<file path="src/rtl/usb_rx_pkt_pkg.sv">
// Shared types and constants for the USB packet receiver.
// Error classes, FSM states, PID codes and CRC polynomials/residues.
package usb_rx_pkt_pkg;

  typedef enum logic [2:0] {
    ERR_NONE, ERR_SYNC, ERR_STUFF, ERR_PID, ERR_CRC, ERR_ALIGN, ERR_LEN
  } rx_err_t;

  typedef enum logic [2:0] {
    ST_IDLE, ST_SYNC, ST_PID, ST_DATA, ST_WAIT_EOP
  } rx_state_t;

  typedef enum logic [3:0] {
    PID_RSVD = 4'h0, PID_OUT   = 4'h1, PID_ACK   = 4'h2, PID_DATA0 = 4'h3,
    PID_PING = 4'h4, PID_SOF   = 4'h5, PID_NYET  = 4'h6, PID_DATA2 = 4'h7,
    PID_SPLT = 4'h8, PID_IN    = 4'h9, PID_NAK   = 4'hA, PID_DATA1 = 4'hB,
    PID_PRE  = 4'hC, PID_SETUP = 4'hD, PID_STALL = 4'hE, PID_MDATA = 4'hF
  } pid_t;

  typedef enum logic { D_K = 1'b0, D_J = 1'b1 } d_port_t;

  // PID[1:0] classes select which CRC residue applies at end of packet
  localparam logic [1:0] PID_TYPE_SPECIAL   = 2'b00;
  localparam logic [1:0] PID_TYPE_TOKEN     = 2'b01;
  localparam logic [1:0] PID_TYPE_HANDSHAKE = 2'b10;
  localparam logic [1:0] PID_TYPE_DATA      = 2'b11;

  localparam logic [4:0]  CRC5_POLY     = 5'h05;
  localparam logic [4:0]  CRC5_RESIDUE  = 5'b01100;
  localparam logic [15:0] CRC16_POLY    = 16'h8005;
  localparam logic [15:0] CRC16_RESIDUE = 16'h800D;

endpackage

</file>
<file path="src/rtl/usb_rx_pkt_crc.sv">
// Serial CRC register: feeds one bit per enable, MSB-first feedback.
// A received packet including its inverted CRC leaves a fixed residue.
module usb_crc #(
  parameter int              WIDTH = 5,
  parameter logic [WIDTH-1:0] POLY = '0
) (
  input  logic             clk,
  input  logic             reset_n,
  input  logic             i_init,
  input  logic             i_en,
  input  logic             i_bit,
  output logic [WIDTH-1:0] o_crc
);

  logic w_fb;

  assign w_fb = o_crc[WIDTH-1] ^ i_bit;

  always_ff @(posedge clk) begin
    if (!reset_n || i_init) begin
      o_crc <= '1;
    end else if (i_en) begin
      o_crc <= {o_crc[WIDTH-2:0], 1'b0} ^ (w_fb ? POLY : '0);
    end
  end

endmodule

</file>
<file path="src/rtl/usb_rx_pkt.sv">
// USB packet receiver: NRZI decode, SYNC detect, bit unstuffing, PID check,
// byte assembly and CRC5/CRC16 validation with a classified error per packet.
module usb_rx_pkt
  import usb_rx_pkt_pkg::*;
#(
  parameter int SYNC_LEN  = 8,
  parameter int MAX_BYTES = 1026,
  parameter bit CHECK_CRC = 1'b1
) (
  input  logic                               clk,
  input  logic                               reset_n,
  input  logic                               clk_en,
  input  logic                               d_i,
  input  logic                               eop,
  output logic [7:0]                         data,
  output logic                               valid,
  output logic [3:0]                         pid,
  output logic                               pid_valid,
  output logic                               active,
  output logic                               done,
  output logic                               error,
  output rx_err_t                            err_code,
  output logic [$clog2(MAX_BYTES+2)-1:0]     byte_cnt,
  output rx_state_t                          o_dbg_state
);

  localparam int CNT_W = $clog2(MAX_BYTES+2);
  localparam int SC_W  = $clog2(SYNC_LEN);
  localparam logic [CNT_W-1:0] MAX_CNT    = CNT_W'(MAX_BYTES);
  localparam logic [SC_W-1:0]  SYNC_ZEROS = SC_W'(SYNC_LEN-2);

  rx_state_t         r_state, w_state;
  d_port_t           r_prev, w_prev;
  logic [SC_W-1:0]   r_sync_cnt, w_sync_cnt;
  logic [2:0]        r_ones, w_ones;
  logic [2:0]        r_bit_cnt, w_bit_cnt;
  logic [6:0]        r_sr, w_sr;
  logic [7:0]        w_data, w_byte;
  logic [3:0]        w_pid;
  logic              w_valid, w_pid_valid, w_active, w_done, w_error;
  rx_err_t           w_err_code, w_fail_code;
  logic [CNT_W-1:0]  w_byte_cnt, w_cnt_inc;
  logic              w_bit, w_fail, w_crc_init, w_crc_en, w_crc_ok;
  logic [4:0]        w_crc5;
  logic [15:0]       w_crc16;

  usb_crc #(.WIDTH(5), .POLY(CRC5_POLY)) u_crc5 (
    .clk(clk), .reset_n(reset_n), .i_init(w_crc_init), .i_en(w_crc_en),
    .i_bit(w_bit), .o_crc(w_crc5)
  );

  usb_crc #(.WIDTH(16), .POLY(CRC16_POLY)) u_crc16 (
    .clk(clk), .reset_n(reset_n), .i_init(w_crc_init), .i_en(w_crc_en),
    .i_bit(w_bit), .o_crc(w_crc16)
  );

  assign w_bit       = (d_i == r_prev);
  assign w_byte      = {w_bit, r_sr};
  assign w_cnt_inc   = byte_cnt + 1'b1;
  assign o_dbg_state = r_state;

  always_comb begin
    w_crc_ok = 1'b1;
    if (CHECK_CRC) begin
      case (pid[1:0])
        PID_TYPE_TOKEN: w_crc_ok = (w_crc5 == CRC5_RESIDUE);
        PID_TYPE_DATA:  w_crc_ok = (w_crc16 == CRC16_RESIDUE);
        default:        w_crc_ok = 1'b1;
      endcase
    end
  end

  always_comb begin
    w_state     = r_state;
    w_prev      = r_prev;
    w_sync_cnt  = r_sync_cnt;
    w_ones      = r_ones;
    w_bit_cnt   = r_bit_cnt;
    w_sr        = r_sr;
    w_data      = data;
    w_valid     = 1'b0;
    w_pid       = pid;
    w_pid_valid = 1'b0;
    w_active    = active;
    w_done      = 1'b0;
    w_error     = 1'b0;
    w_err_code  = err_code;
    w_byte_cnt  = byte_cnt;
    w_fail      = 1'b0;
    w_fail_code = ERR_NONE;
    w_crc_init  = 1'b0;
    w_crc_en    = 1'b0;
    if (eop) begin
      // eop beats a coincident bit strobe; the line returns to J idle
      w_prev   = D_J;
      w_state  = ST_IDLE;
      w_active = 1'b0;
      case (r_state)
        ST_SYNC: begin w_fail = 1'b1; w_fail_code = ERR_SYNC; end
        ST_PID:  begin w_fail = 1'b1; w_fail_code = ERR_PID;  end
        ST_DATA: begin
          if (r_bit_cnt != 3'd0) begin
            w_fail = 1'b1; w_fail_code = ERR_ALIGN;
          end else if (pid[1:0] == PID_TYPE_HANDSHAKE && byte_cnt != '0) begin
            w_fail = 1'b1; w_fail_code = ERR_LEN;
          end else if (!w_crc_ok) begin
            w_fail = 1'b1; w_fail_code = ERR_CRC;
          end else begin
            w_done = 1'b1;
          end
        end
        default: ;
      endcase
    end else if (clk_en) begin
      w_prev = d_port_t'(d_i);
      case (r_state)
        ST_IDLE: begin
          if (!w_bit) begin
            w_state    = ST_SYNC;
            w_sync_cnt = '0;
            w_byte_cnt = '0;
            w_err_code = ERR_NONE;
          end
        end
        ST_SYNC: begin
          if (w_bit && r_sync_cnt == SYNC_ZEROS) begin
            w_state   = ST_PID;
            w_active  = 1'b1;
            w_ones    = 3'd1;
            w_bit_cnt = 3'd0;
          end else if (w_bit || r_sync_cnt == SYNC_ZEROS) begin
            w_fail = 1'b1; w_fail_code = ERR_SYNC;
          end else begin
            w_sync_cnt = r_sync_cnt + 1'b1;
          end
        end
        ST_PID, ST_DATA: begin
          if (r_ones == 3'd6) begin
            // stuffed bit: must be 0 and is dropped without touching the byte
            if (w_bit) begin
              w_fail = 1'b1; w_fail_code = ERR_STUFF;
            end else begin
              w_ones = 3'd0;
            end
          end else begin
            w_ones    = w_bit ? r_ones + 1'b1 : 3'd0;
            w_sr      = w_byte[7:1];
            w_bit_cnt = r_bit_cnt + 1'b1;
            if (r_state == ST_PID) begin
              if (r_bit_cnt == 3'd7) begin
                if (w_byte[3:0] == ~w_byte[7:4]) begin
                  w_pid       = w_byte[3:0];
                  w_pid_valid = 1'b1;
                  w_state     = ST_DATA;
                  w_crc_init  = 1'b1;
                end else begin
                  w_fail = 1'b1; w_fail_code = ERR_PID;
                end
              end
            end else begin
              w_crc_en = 1'b1;
              if (r_bit_cnt == 3'd7) begin
                w_byte_cnt = w_cnt_inc;
                if (w_cnt_inc > MAX_CNT) begin
                  w_fail = 1'b1; w_fail_code = ERR_LEN;
                end else begin
                  w_data  = w_byte;
                  w_valid = 1'b1;
                end
              end
            end
          end
        end
        default: ;
      endcase
    end
    if (w_fail) begin
      w_error    = 1'b1;
      w_err_code = w_fail_code;
      w_active   = 1'b0;
      if (!eop) w_state = ST_WAIT_EOP;
    end
  end

  always_ff @(posedge clk) begin
    if (!reset_n) begin
      r_state    <= ST_IDLE;
      r_prev     <= D_J;
      r_sync_cnt <= '0;
      r_ones     <= '0;
      r_bit_cnt  <= '0;
      r_sr       <= '0;
      data       <= '0;
      valid      <= 1'b0;
      pid        <= '0;
      pid_valid  <= 1'b0;
      active     <= 1'b0;
      done       <= 1'b0;
      error      <= 1'b0;
      err_code   <= ERR_NONE;
      byte_cnt   <= '0;
    end else begin
      r_state    <= w_state;
      r_prev     <= w_prev;
      r_sync_cnt <= w_sync_cnt;
      r_ones     <= w_ones;
      r_bit_cnt  <= w_bit_cnt;
      r_sr       <= w_sr;
      data       <= w_data;
      valid      <= w_valid;
      pid        <= w_pid;
      pid_valid  <= w_pid_valid;
      active     <= w_active;
      done       <= w_done;
      error      <= w_error;
      err_code   <= w_err_code;
      byte_cnt   <= w_byte_cnt;
    end
  end

endmodule

</file>
<file path="config.mk">
export PLATFORM = sky130hd
export DESIGN_NAME = usb_rx_pkt
export DESIGN_NICKNAME = d
export VERILOG_FILES = /design/src/rtl/usb_rx_pkt_pkg.sv /design/src/rtl/usb_rx_pkt_crc.sv /design/src/rtl/usb_rx_pkt.sv
export SDC_FILE = /design/constraint.sdc
export NUM_CORES = 1
export LEC_CHECK = 0
export CAP_MARGIN = 15
export CORE_MARGIN = 4
export CORE_UTILIZATION = 35
export DETAILED_ROUTE_END_ITERATION = 10
export PLACE_DENSITY = 0.61
export SKIP_CTS_REPAIR_TIMING = 1
export SYNTH_ARGS = -nofsm -noshare
export SYNTH_HDL_FRONTEND = slang
export SYNTH_HIERARCHICAL = 1
export SYNTH_SLANG_ARGS = --single-unit
</file>
<file path="constraint.sdc">
create_clock -name clk -period 2.3 [get_ports clk]
set_input_delay 0.23 -clock clk [delete_from_list [all_inputs] [get_ports clk]]
set_output_delay 0.23 -clock clk [all_outputs]
set_load 0.05 [all_outputs]
</file>
Word level (Yosys, flattened, before mapping)
Cells that the tools add are included.
W data, S select, Z words.
{"block": "classes", "n_lt_le_gt_ge": 1, "eq_ne": 23, "mux": 81, "n_bitwise": 14, "n_reduce_logical": 28, "addsub": 4}
{"op": "$mux W3", "n": 32}
{"op": "$mux W11", "n": 4}
{"op": "$mux W1", "n": 31}
{"op": "$pmux W3 S2", "n": 4}
{"op": "$pmux W11 S2", "n": 1}
{"op": "$reduce_and A7 Y1", "n": 3}
{"op": "$pmux W3 S3", "n": 2}
{"op": "$eq A16 B16 Y1 const B", "n": 1}
{"op": "$mux W16", "n": 1}
{"op": "$ne A2 B2 Y1 const B", "n": 8}
{"op": "$xor A16 B16 Y16", "n": 1}
{"op": "$add A11 B1 Y11 const B", "n": 1}
{"op": "$gt A11 B11 Y1 const B", "n": 1}
{"op": "$reduce_bool A11 Y1", "n": 1}
{"op": "$reduce_and A5 Y1", "n": 2}
{"op": "$reduce_bool A2 Y1", "n": 5}
{"op": "$add A3 B1 Y3 const B", "n": 3}
{"op": "$eq A3 B3 Y1 const B", "n": 3}
{"op": "$not A1 Y1", "n": 9}
{"op": "$reduce_and A4 Y1", "n": 2}
{"op": "$reduce_or A7 Y1", "n": 1}
{"op": "$eq A3 B2 Y1 const B", "n": 2}
{"op": "$mux W2", "n": 3}
{"op": "$pmux W1 S2", "n": 3}
{"op": "other kinds (21)", "n": 27}
{"block": "word_totals", "regBits": 72, "elab_cells": 168, "inputBits": 5, "output_inout_bits": 34}

Longest topological paths before layout
Gate-level depths: netlist (run 1).
{"block": "depth", "word_depth": 12, "ltp_mapped": 11, "mapped_depth_nobuf": 10}

Cells and area by module
Netlist (run 1), hierarchy kept.
{"mod": "usb_rx_pkt", "cells_each": 341, "area_per_inst_um2": 2811.4, "seq_area_each_um2": 1021.0, "instances": 1}
{"mod": "usb_crc (u_crc16)", "cells_each": 58, "area_per_inst_um2": 604.3, "seq_area_each_um2": 320.3, "instances": 1}
{"mod": "usb_crc (u_crc5)", "cells_each": 20, "area_per_inst_um2": 220.2, "seq_area_each_um2": 100.1, "instances": 1}

Worst setup path before layout (run 1)
OpenSTA, ideal clock, no wires.
{"block": "synth_path", "kind": "reg2reg", "from": "reg byte_cnt[0]", "to": "reg r_state[0], in the netlist o_dbg_state[0]", "path_stages_with_launch": 8, "t_required_ns": 2.212, "setup_time_ns": 0.088, "slack_ns": -0.057, "arrival_time_ns": 2.269, "n_path_buf": 0, "synth_period_minus_slack_ns": 2.357, "cell_sequence": "dfxtp_1 -> ha_1 -> nand2_1 -> o21a_1 -> a211oi_2 -> a311o_1 -> nand2_2 -> nor4_2"}
{"block": "synth_via", "elab_chain_len": 10, "word_cells_on_any_way": 15, "cone_classes": "1 x add/sub; 1 x order compare; 11 x mux; 2 x reduce/logical"}
{"item": "start, declared", "line_no": "usb_rx_pkt.sv:23", "text": "output logic [$clog2(MAX_BYTES+2)-1:0] byte_cnt,"}
{"item": "start signal, assigned", "line_no": "usb_rx_pkt.sv:217", "text": "byte_cnt <= w_byte_cnt;"}
{"item": "$add A11 B1 Y11", "line_no": "usb_rx_pkt.sv:59", "text": "assign w_cnt_inc = byte_cnt + 1'b1;"}
{"item": "$gt A11 B11 Y1", "line_no": "usb_rx_pkt.sv:164", "text": "if (w_cnt_inc > MAX_CNT) begin"}
{"item": "$mux W1", "line_no": "usb_rx_pkt.sv:164"}
{"item": "$mux W1", "line_no": "usb_rx_pkt.sv:162", "text": "if (r_bit_cnt == 3'd7) begin"}
{"item": "$mux W1", "line_no": "usb_rx_pkt.sv:149", "text": "if (r_state == ST_PID) begin"}
{"item": "$mux W1", "line_no": "usb_rx_pkt.sv:138", "text": "if (r_ones == 3'd6) begin"}
{"item": "$pmux W1 S2", "line_no": "usb_rx_pkt.sv:116", "text": "case (r_state)"}
{"item": "$mux W1", "line_no": "usb_rx_pkt.sv:114", "text": "end else if (clk_en) begin"}
{"item": "$mux W1 (*)", "line_no": "usb_rx_pkt.sv:93", "text": "if (eop) begin"}
{"item": "$mux W3 (*)", "line_no": "usb_rx_pkt.sv:177", "text": "if (w_fail) begin"}
{"item": "end signal, assigned", "line_no": "usb_rx_pkt.sv:203", "text": "r_state <= w_state;"}
{"item": "end, declared", "line_no": "usb_rx_pkt.sv:32", "text": "rx_state_t r_state, w_state;"}
Mark *: on every way between the ends. The rest lies on a longest branch, timed or not.
A chain may end at the register's enable or synchronous reset.

Worst setup path after layout (run 1)
Same ends and word-level chain as after synthesis.

==> run_results.csv, run 1 <==
group,metric,value,unit
yosys,async_reset_ff_share,0,%
sta,finalClockSkew,0.0147,ns
yosys,netlist_area,0.00364,sq mm
clocking,cts.path.max_buffers,2,
grt,grt-ovfl-total,0,
sta,setup_ws,0.140,ns
floorplanning,die-area,0.0121,sq mm
sta,setup_viol,0,
clocking,clk_pin_slew,0.08,ns
yosys,synth_warnings,6,
yosys,syn_inst,419,
floorplanning,rows,36,
sta,drv_slew,0,
yosys,ys_ff_latch,72,
sta,slew_headroom,65.4,%
clocking,numCtsBuffers,9,
worst_setup_path,critPathMaxFanout,9,
run,cap_violations,0,
worst_setup_path,r2r_cells,7,
power_and_ir_drop,power_density,535,mW/mm^2
worst_setup_path,start_kind,"flop",
sta,rsz0062_at_grt,"no",
sta,timing.setup.tns,0,ns
worst_setup_path,worstSetupStartpoint,"byte_cnt[0]",
sta,max_freq,463,MHz
sta,max_slew.worst_pin.slew,0.517,ns
worst_setup_path,crit_type,"flop to flop",
routing,dr.pass1.iters,4,
yosys,syn-num-nets,436,
grt,grt_antenna_before_repair,0,
clocking,worstSkewPairLatency,0.36,ns
clocking,htreeDepth,3,
worst_setup_path,arrival,2.43,ns
yosys,synth_area_leaders,"dfxtp_1 (40%), mux2i_1 (5.8%), nand2_1 (5.4%)",
placement,dp_cells,597,
clocking,tritoncts,"built",
yosys,synth.top_cell.area_share,39.6,%
status,status,"completed",
cells_and_area,final_cell_mix,"dfxtp_1 (70), nand2_1 (52), clkdlybuf4s50_1 (38)",
power_and_ir_drop,cellLeakagePower,1.56,nW
sta,fin_hold_ws,0.480,ns
routing,vias_per_cell,5.27,
yosys,yosysTopAreaCell,"dfxtp_1",
worst_setup_path,cp_slowest_stage_delay,0.42,ns
routing,post_drt_wl_per_cell,14.8,um
worst_setup_path,worstPathCellList,"ha_2 > nand2_1 > o21a_1 > a211oi_2 > a311o_1 > nand2_2 > nor4_2",
worst_setup_path,crit_end,"o_dbg_state[0]",
sta,min_period,2.16,ns
grt,grt_max_degree,31,
cells_and_area,n_antenna_cell,0,
cells_and_area,fin_nets,493,
power_and_ir_drop,vdd_drop_max,285,uV
floorplanning,core_area,0.00995,sq mm
routing,drt_iter0_markers,186,
routing,drc_errors,0,
floorplanning,start_util,36.5,%
clocking,clock_sinks,72,
sta,fin_crit_sh,93.9,%
worst_setup_path,r2r_slack,0.14,ns
worst_setup_path,r2r-start,"byte_cnt[0]",
yosys,synth-edff-count,0,
worst_setup_path,cp.required,2.57,ns
yosys,synth.distinct_cells,66,
grt,grt_pass1_vias,3091,
yosys,ys_dominant_reg_cell,"dfxtp_1",
worst_setup_path,timing.rr.end,"o_dbg_state[0]",
floorplanning,io_pins,39,
cells_and_area,layout_commonest_cell,"dfxtp_1",
floorplanning,fp.dieH,110,um
floorplanning,die_x,110,um
placement,routabilityCongestion,0.850,
min_path,hold_path.class,"flop to flop",
cells_and_area,layout.cells.non_filler,614,
worst_setup_path,endpoint_kind,"flop",
cells_and_area,drive_gt1_share,13.7,%
yosys,yosysSeqAreaShare,39.6,%
grt,track_usage,16.2,%
worst_setup_path,slowest_stage,"dfxtp_2",
grt,grt_first_pass_wirelength,15400,um
routing,antenna_left,0,
yosys,synth.avg_cell_area,8.68,sq um
placement,io_buffer_count,38,
power_and_ir_drop,totalPowerFinal,2.41,mW
routing,vias,3237,
placement,dp_hpwl,6660,um
sta,hold_viol_final,0,
placement,pre_cts_slack,-0.0521,ns
cells_and_area,synthToLayoutAreaGrowth,24.0,%
routing,finalWirelength,9100,um
clocking,clockRootBuffer,"clkbuf_8",
[synth_stat cells (4+ instances only)]
cell / count
dfxtp_1: 72
nand2_1: 52
a21oi_1: 28
nor2_1: 28
o21ai_0: 27
nand3_1: 25
mux2i_1: 21
inv_1: 13
ha_1: 12
nor3_1: 12
nor2b_1: 9
buf_2: 7
clkbuf_1: 7
nand2b_1: 7
a31oi_1: 6
xor2_1: 6
and2_1: 5
o21a_1: 5
xnor2_1: 5
a22oi_1: 4
nand4_1: 4
[kinds of logic (layout without fill, tap and decap cells)]
group	Yosys count	count (layout)	synth area share, %
mux	22	22	6.09
fa+ha+maj	12	12	4.13
simple gates	172	172	24.7
xor+xnor	13	13	3.89
compound gates	97	97	17.4
buf+inv	31	93	4.10
flops	72	72	39.6
[layer usage]
layer / up-vias / share of wire, % / GRT usage [%]
li1: 1623 / - / -
met1: 1560 / 49 / 21.4
met2: 48 / 48 / 26.3
met3: 6 / 2.9 / 4.35
met4: 0 / 0.88 / 3.83
met5: - / 0 / 0
[layout make-up]
cell class / instances / area [sq um]
clock buffers: 9 / 124
clock inverters: 7 / 78.8
fillers: 977 / 5450
inverters: 14 / 52.6
multi-input cells: 316 / 2050
flip-flops and latches: 72 / 1440
well taps: 133 / 166
repair buffers: 63 / 593
[where the power goes]
group / internal, mW / switching [mW]
Clock: 0.512 / 0.523
Sequential: 1.25 / 0.00180
Combinational: 0.0470 / 0.0808
[state kept, by name, indices dropped and copies added (netlist names)]
register,cells
error,1
pid,4
done,1
data,8
active,1
err_code,3
valid,1
r_sr,7
u_crc16/o_crc,16
r_ones,3
r_bit_cnt,3
o_dbg_state,3
r_sync_cnt,3
pid_valid,1
byte_cnt,11
u_crc5/o_crc,5
r_prev,1
[worst min-delay path by stage]
stage	startpoint	to	depth (start not counted)
final	data[0]	data[0]	2
after global routing	data[0]	data[0]	2
after CTS	data[0]	data[0]	2
after detailed placement	data[0]	data[0]	2
after global placement	r_sync_cnt[0]	r_sync_cnt[0]	2
after floorplan	reset_n	byte_cnt[6]	1
[worst max-delay path, delay by kind of cell (launching register included)]
family	cells	cell delay, ns
AO/OA/AOI/OAI	3	0.86
adder cells (fa/ha/maj)	1	0.27
flip-flops	1	0.42
AND/OR/NAND/NOR	3	0.54
[through the flow]
stage	cell area [sq um]	utilization [%]
after detailed placement	4290	43.1
final	4510	45.3
after global routing	4510	45.3
after floorplan	3640	-
after global placement	4290	43.1
after CTS	4500	45.2
(Power assumes the default switching activity.)
==> run 2: changes to the inputs <==
- CTS_CLUSTER_DIAMETER: unset -> 120
==> results of run 2 <==
Final layout, timing and power as in run 1 (identical DEF).
